`config.mk`:
```
export PLATFORM = sky130hd
export DESIGN_NAME = job_controller
export DESIGN_NICKNAME = d
export VERILOG_FILES = /design/src/rtl/job_controller_pkg.sv /design/src/rtl/job_controller_done_delay_line.sv /design/src/rtl/job_controller.sv
export SDC_FILE = /design/constraint.sdc
export NUM_CORES = 1
export LEC_CHECK = 0
export BUFFER_PORTS_ARGS = -buffer_cell sky130_fd_sc_hd__buf_2
export CAP_MARGIN = 25
export CELL_PAD_IN_SITES_DETAIL_PLACEMENT = 1
export CELL_PAD_IN_SITES_GLOBAL_PLACEMENT = 1
export CORE_ASPECT_RATIO = 1.1
export CORE_MARGIN = 8
export CORE_UTILIZATION = 24
export CTS_CLUSTER_DIAMETER = 50
export CTS_CLUSTER_SIZE = 28
export DETAILED_ROUTE_END_ITERATION = 10
export PLACE_DENSITY = 0.69
export SYNTH_ARGS = -nofsm -noshare
export SYNTH_HDL_FRONTEND = slang
export SYNTH_HIERARCHICAL = 1
export SYNTH_SLANG_ARGS = --single-unit
```
`constraint.sdc`:
```
create_clock -name clock -period 2.9 [get_ports clock]
set_clock_uncertainty 0.1 [all_clocks]
set_input_delay 0.435 -clock clock [delete_from_list [all_inputs] [get_ports clock]]
set_output_delay 0.435 -clock clock [all_outputs]
set_load 0.01 [all_outputs]
```
`src/rtl/job_controller_pkg.sv`:
```
// Shared command codes, FSM state constants, error codes and job interface structs
// for the job controller.
package job_controller_pkg;

  localparam logic [7:0] CMD_START = 8'h90;
  localparam logic [7:0] CMD_RESET = 8'h80;

  typedef logic [1:0] state_t;
  localparam state_t ST_IDLE    = 2'd0;
  localparam state_t ST_RUNNING = 2'd1;
  localparam state_t ST_FLUSH   = 2'd2;
  localparam state_t ST_DONE    = 2'd3;

  localparam logic [63:0] ERR_NONE   = 64'h0;
  localparam logic [63:0] ERR_PARITY = 64'hFFFF_FFFF_FFFF_FFFF;

  typedef struct packed {
    logic        valid;
    logic [7:0]  command;
    logic        command_parity;
    logic [63:0] address;
    logic        address_parity;
  } job_interface_input_t;

  typedef struct packed {
    logic        running;
    logic        done;
    logic        yield;
    logic [63:0] error;
  } job_interface_output_t;

  // Fault code is 1 + index of the lowest faulting channel; 0 means no fault.
  function automatic logic [63:0] error_code(input logic [15:0] fault);
    logic [63:0] code;
    code = ERR_NONE;
    for (int i = 15; i >= 0; i--)
      if (fault[i]) code = 64'(i + 1);
    return code;
  endfunction

endpackage

```
`src/rtl/job_controller_done_delay_line.sv`:
```
// Fixed-depth shift line that delays the internal completion pulse onto job_out.done.
module done_delay_line #(
  parameter int DEPTH = 2
) (
  input  logic clock,
  input  logic reset_n,
  input  logic pulse,
  output logic delayed
);

  logic [DEPTH-1:0] stage;

  always_ff @(posedge clock or negedge reset_n) begin
    if (!reset_n) stage <= '0;
    else          stage <= (stage << 1) | DEPTH'(pulse);
  end

  assign delayed = stage[DEPTH-1];

endmodule

```
`src/rtl/job_controller.sv`:
```
// Job controller: starts NUM_WE work elements, tracks completion/faults, flushes on
// reset commands. Optional odd-parity checking under JOB_CONTROLLER_PARITY_CHECK_EN.
module job_controller
  import job_controller_pkg::*;
#(
  parameter int NUM_WE       = 4,
  parameter int DONE_DELAY   = 2,
  parameter int RESET_CYCLES = 4
) (
  input  logic                          clock,
  input  logic                          reset_n,
  input  job_interface_input_t          job_in,
  output job_interface_output_t         job_out,
  output logic [NUM_WE-1:0]             we_enable,
  output logic                          we_reset,
  input  logic [NUM_WE-1:0]             we_done,
  input  logic [NUM_WE-1:0]             we_error,
  output logic [63:0]                   wed,
  output logic [$clog2(NUM_WE+1)-1:0]   active_count
);

  localparam int CW = $clog2(NUM_WE + 1);
  localparam int RW = 8;

  state_t            state, state_nxt;
  logic [NUM_WE-1:0] mask, mask_nxt;
  logic [RW-1:0]     flush_cnt, flush_cnt_nxt;
  logic [63:0]       error, error_nxt, wed_nxt;
  logic              parity_bad, cmd_start, cmd_reset, done_q;

`ifdef JOB_CONTROLLER_PARITY_CHECK_EN
  assign parity_bad = job_in.valid &
                      ~((^job_in.command ^ job_in.command_parity) &
                        (^job_in.address ^ job_in.address_parity));
`else
  logic unused_parity;
  assign unused_parity = job_in.command_parity ^ job_in.address_parity;
  assign parity_bad    = 1'b0;
`endif

  assign cmd_start = job_in.valid & ~parity_bad & (job_in.command == CMD_START);
  assign cmd_reset = job_in.valid & ~parity_bad & (job_in.command == CMD_RESET);

  always_comb begin
    state_nxt     = state;
    mask_nxt      = mask;
    error_nxt     = error;
    wed_nxt       = wed;
    flush_cnt_nxt = flush_cnt;
    case (state)
      ST_IDLE: if (cmd_start) begin
        state_nxt = ST_RUNNING;
        mask_nxt  = '0;
        error_nxt = ERR_NONE;
        wed_nxt   = job_in.address;
      end
      ST_RUNNING: begin
        mask_nxt = mask | we_done;
        // A fault outranks a completion landing in the same cycle.
        if (|we_error) begin
          state_nxt     = ST_FLUSH;
          error_nxt     = error_code(16'(we_error));
          flush_cnt_nxt = RW'(RESET_CYCLES);
        end else if (&mask_nxt) begin
          state_nxt = ST_DONE;
        end
      end
      ST_FLUSH: begin
        flush_cnt_nxt = flush_cnt - RW'(1);
        if (flush_cnt == RW'(1)) state_nxt = ST_DONE;
      end
      default: state_nxt = ST_IDLE;
    endcase
    if (cmd_reset) begin
      state_nxt     = ST_FLUSH;
      error_nxt     = ERR_NONE;
      flush_cnt_nxt = RW'(RESET_CYCLES);
    end
    if (parity_bad) begin
      state_nxt     = ST_FLUSH;
      error_nxt     = ERR_PARITY;
      flush_cnt_nxt = RW'(RESET_CYCLES);
    end
  end

  always_ff @(posedge clock or negedge reset_n) begin
    if (!reset_n) begin
      state     <= ST_IDLE;
      mask      <= '0;
      flush_cnt <= '0;
      error     <= ERR_NONE;
      wed       <= '0;
      we_enable <= '0;
      we_reset  <= 1'b1;
    end else begin
      state     <= state_nxt;
      mask      <= mask_nxt;
      flush_cnt <= flush_cnt_nxt;
      error     <= error_nxt;
      wed       <= wed_nxt;
      we_enable <= (state_nxt == ST_RUNNING) ? ~mask_nxt : '0;
      we_reset  <= (state_nxt == ST_FLUSH);
    end
  end

  done_delay_line #(.DEPTH(DONE_DELAY)) u_done (
    .clock   (clock),
    .reset_n (reset_n),
    .pulse   (state == ST_DONE),
    .delayed (done_q)
  );

  assign active_count = (state == ST_RUNNING) ? CW'(NUM_WE - $countones(mask)) : '0;
  assign job_out = '{running: (state == ST_RUNNING), done: done_q, yield: 1'b0, error: error};

endmodule

```
==> impl_metrics.xml <==
<?xml version="1.0" encoding="UTF-8"?>
<metrics>
  <group name="sta">
    <metric name="report.final.slew_viol_count" unit="">0</metric>
    <metric name="rsz0062_at_grt" unit="">no</metric>
    <metric name="final-setup-viol-count" unit="">0</metric>
    <metric name="worst_margin_slew" unit="ns">0.696</metric>
    <metric name="fin_hold_ws" unit="ns">-0.00364</metric>
    <metric name="post-route-min-period" unit="ns">2.51</metric>
    <metric name="setup_ws" unit="ns">0.388</metric>
    <metric name="achievable-frequency" unit="MHz">398</metric>
    <metric name="final-hold-violation-count" unit="">3</metric>
    <metric name="slew-limit-headroom" unit="%">53.2</metric>
    <metric name="setup-tns-final" unit="ns">0</metric>
    <metric name="period_share" unit="%">86.6</metric>
  </group>
  <group name="layout">
    <metric name="area.growth.synth_to_final" unit="%">27.7</metric>
    <metric name="layout.core_utilization" unit="%">31.2</metric>
    <metric name="design_area" unit="um^2">5320</metric>
    <metric name="post_route_cells_drive_above_1_share" unit="%">30.3</metric>
    <metric name="antenna_cells_inserted" unit="">0</metric>
    <metric name="nets" unit="">706</metric>
    <metric name="num-fill-cells" unit="">2092</metric>
    <metric name="stdcell_count" unit="">855</metric>
  </group>
  <group name="cts">
    <metric name="clock-root-buffer" unit="">sky130_fd_sc_hd__clkbuf_16</metric>
    <metric name="h-tree-depth" unit="">3</metric>
    <metric name="clock_tree.buffer_depth" unit="">2</metric>
    <metric name="clkSlewWorstSetupHoldPaths" unit="ns">0.06</metric>
    <metric name="clkSinkCount" unit="">88</metric>
    <metric name="worst_skew_pair_later_pin_latency" unit="ns">0.34</metric>
    <metric name="cts_buffers" unit="">9</metric>
    <metric name="holdBufCountCts" unit="">0</metric>
    <metric name="post_cts.resized_instances" unit="">0</metric>
    <metric name="number_of_setup_buffers_added_after_cts" unit="">0</metric>
    <metric name="tritoncts" unit="">yes</metric>
  </group>
  <group name="critical_path">
    <metric name="regToRegSetupSlack" unit="ns">0.70</metric>
    <metric name="crit_required" unit="ns">2.37</metric>
    <metric name="cells_along_the_critical_path" unit="">inv_1, fa_1, ha_1, ha_1, and2_1, buf_2</metric>
    <metric name="launching_element_type_of_the_critical_path" unit="">flip-flop</metric>
    <metric name="r2r-end" unit="">flush_cnt[4]$_DFFE_PN0P_</metric>
    <metric name="worst_ep_arrival_time" unit="ns">1.98</metric>
    <metric name="timing.setup.critical_path_class" unit="">flip-flop to output pin</metric>
    <metric name="worst_path_largest_cell_delay" unit="ns">0.43</metric>
    <metric name="worstPathMaxFanout" unit="">2</metric>
    <metric name="path_common_cell" unit="">sky130_fd_sc_hd__ha_1</metric>
    <metric name="cp_slowest_cell" unit="">sky130_fd_sc_hd__fa_1</metric>
    <metric name="r2r_start" unit="">state[1]$_DFF_PN0_</metric>
    <metric name="timing.critical_path.to_type" unit="">output pin</metric>
    <metric name="r2r_cells" unit="">4</metric>
  </group>
  <group name="synthesis">
    <metric name="synth.yosys.warnings" unit="">6</metric>
    <metric name="post_synth_main_area_contributors" unit="">sky130_fd_sc_hd__dfrtp_1 52%, sky130_fd_sc_hd__nand2_1 18%, sky130_fd_sc_hd__buf_4 12%</metric>
    <metric name="synth_top_area_cell" unit="">sky130_fd_sc_hd__dfrtp_1</metric>
    <metric name="synth_seq_cells" unit="">88</metric>
    <metric name="syn_avg_cell_area" unit="um^2">9.09</metric>
    <metric name="yosys.cell_types.count" unit="">43</metric>
    <metric name="yosysSeqAreaShare" unit="%">52.9</metric>
    <metric name="async_s_r_ff_share_synth" unit="%">100</metric>
    <metric name="mappedNetlistArea" unit="um^2">4160</metric>
    <metric name="dominantRegCellSynth" unit="">sky130_fd_sc_hd__dfrtp_1</metric>
    <metric name="synth_largest_type_area_fraction" unit="%">52.3</metric>
    <metric name="netlist_instances" unit="">458</metric>
    <metric name="synth-edff-count" unit="">0</metric>
  </group>
  <group name="route">
    <metric name="drt-initial-drc-count" unit="">155</metric>
    <metric name="route.detailed.drc" unit="">0</metric>
    <metric name="drt-pass1-iter-count" unit="">4</metric>
    <metric name="totalWireLength" unit="um">12500</metric>
    <metric name="final_antenna_net_count" unit="">0</metric>
    <metric name="vias_per_cell" unit="">3.98</metric>
    <metric name="wl_per_cell" unit="um">14.6</metric>
    <metric name="routed-via-count" unit="">3403</metric>
  </group>
  <group name="die">
    <metric name="die_area" unit="um^2">21800</metric>
    <metric name="initial_core_utilization" unit="%">24.5</metric>
    <metric name="die_x" unit="um">142</metric>
    <metric name="die-height" unit="um">154</metric>
    <metric name="floorplan.core_area" unit="um^2">17000</metric>
    <metric name="io-pin-count" unit="">224</metric>
    <metric name="placementRows" unit="">50</metric>
  </group>
  <group name="placed_design">
    <metric name="numPlacedInstances" unit="">839</metric>
    <metric name="detailed_place.area" unit="um^2">4970</metric>
    <metric name="port-buffer-count" unit="">159</metric>
    <metric name="dpl_wire_length" unit="um">9530</metric>
    <metric name="detailedPlace.worstSlack" unit="ns">0.371</metric>
    <metric name="gp_routability_congestion" unit="">0.738</metric>
  </group>
  <group name="grt">
    <metric name="grt_first_pass_wirelength" unit="um">20100</metric>
    <metric name="groute.usage.overall" unit="%">11.6</metric>
    <metric name="first_global_vias" unit="">3811</metric>
    <metric name="antenna_found_initial" unit="">0</metric>
    <metric name="grt_use_met1" unit="%">13.7</metric>
    <metric name="groute.layer.met3.usage" unit="%">4.61</metric>
    <metric name="maximum_number_of_pins_on_one_net_before_global_route_repair" unit="">51</metric>
    <metric name="global_route.overflow_total" unit="">0</metric>
    <metric name="grt_busiest_layer" unit="">met2</metric>
    <metric name="grt_util_met2" unit="%">19.0</metric>
  </group>
  <group name="power_and_ir_drop">
    <metric name="p_leak" unit="nW">3.16</metric>
    <metric name="ir_worst_vdd" unit="mV">0.241</metric>
    <metric name="power_density" unit="nW/um^2">655</metric>
  </group>
  <group name="job">
    <metric name="drv.max_cap_violation_count" unit="">0</metric>
  </group>
  <group name="outcome">
    <metric name="violations" unit="">negative hold slack</metric>
    <metric name="outcome" unit="">finished, violations left</metric>
  </group>
  <group name="hold_path">
    <metric name="path_type_of_the_worst_min_delay_path" unit="">input pin to asynchronous set/reset pin</metric>
  </group>
</metrics>
placed cells by master (no fill, tap or decap), drive strengths merged, types with 5 or more instances in the layout:
cell      n
nand2   200
buf     166
nor2      5
nor3      8
dfrtp    87
nor4      5
inv       9
o21ai     8
a21oi     6
clkbuf   11
conb     62
registers in the layout, indices dropped and copies added (netlist names):
| name | flops |
|---|---|
| error | 3 |
| flush_cnt | 8 |
| mask | 4 |
| state | 2 |
| u_done/stage | 2 |
| we_enable | 4 |
| we_reset | 1 |
| wed | 64 |
power breakdown:
| part | internal [mW] | switching (mW) |
|---|---|---|
| Sequential | 1.37 | 0.109 |
| Clock | 0.866 | 0.488 |
| Combinational | 0.264 | 0.382 |
worst max path at each step:
stage,cells past startpoint,slack (ns),to,startpoint
6_report,6,0.39,active_count[1],mask[2]$_DFF_PN0_
5_1_grt,6,0.28,active_count[1],mask[3]$_DFF_PN0_
4_1_cts,6,0.36,active_count[1],mask[3]$_DFF_PN0_
3_5_place_dp,5,0.37,we_enable[0]$_DFF_PN0_,job_in[67]
3_3_place_gp,5,0.38,we_enable[0]$_DFF_PN0_,job_in[67]
2_1_floorplan,7,0.72,wed[14]$_DFFE_PN0P_,job_in[67]
through the flow:
step / power [mW] / hold WS, ns
detailed placement: 2.16 / 0.240
floorplan: 1.94 / 0.0394
global placement: 2.14 / 0.247
CTS: 3.56 / 0.0128
global route: 3.71 / 0.0395
finish: 3.48 / -0.00364
kinds of logic after synthesis:
group / Yosys count / share of synthesized area (%)
simple gates: 239 / 24.1
buf+inv: 90 / 15.4
flops: 88 / 52.9
compound gates: 33 / 5.32
fa+ha+maj: 5 / 1.68
other cells: 1 / 0.0901
xor+xnor: 1 / 0.210
mux: 1 / 0.240
critical path, delay by kind of cell, from the launching register on:
kind / cells / cell delay, ns
buffers and inverters: 2 / 0.24
flip-flops: 1 / 0.38
adder cells (fa/ha/maj): 3 / 0.89
AND/OR/NAND/NOR: 1 / 0.13
cells in the mapped netlist, types with 3 or more instances:
cell type,number
sky130_fd_sc_hd__and2_1,4
sky130_fd_sc_hd__o22ai_1,3
sky130_fd_sc_hd__or3_1,3
sky130_fd_sc_hd__o21ai_0,8
sky130_fd_sc_hd__nand2_1,200
sky130_fd_sc_hd__buf_4,68
sky130_fd_sc_hd__inv_1,9
sky130_fd_sc_hd__clkbuf_1,4
sky130_fd_sc_hd__nor2_1,5
sky130_fd_sc_hd__ha_1,4
sky130_fd_sc_hd__nor4_1,4
sky130_fd_sc_hd__or4_1,3
sky130_fd_sc_hd__buf_6,6
sky130_fd_sc_hd__nor3_1,8
sky130_fd_sc_hd__a21oi_1,6
sky130_fd_sc_hd__nand2b_1,4
sky130_fd_sc_hd__dfrtp_1,87
per-layer routing:
layer  wire length [um]  vias to the layer above  share of wire (%)
li1                   -                     1652                  -
met1               5450                     1593                 44
met2               5790                      149                 46
met3               1120                        9                8.9
met4                140                        0                1.1
met5                  0                        -                  0
area by class of cell:
class,instances,area [um^2],area share [%]
clock buffer,11,243,4.57
inverter,10,37.5,0.706
timing repair buffer,166,888,16.7
multi-input combinational,341,1550,29.1
sequential,88,2200,41.4
tap,234,293,5.51
clock inverter,5,104,1.95
Note: power is estimated with default switching activity, not from simulation.
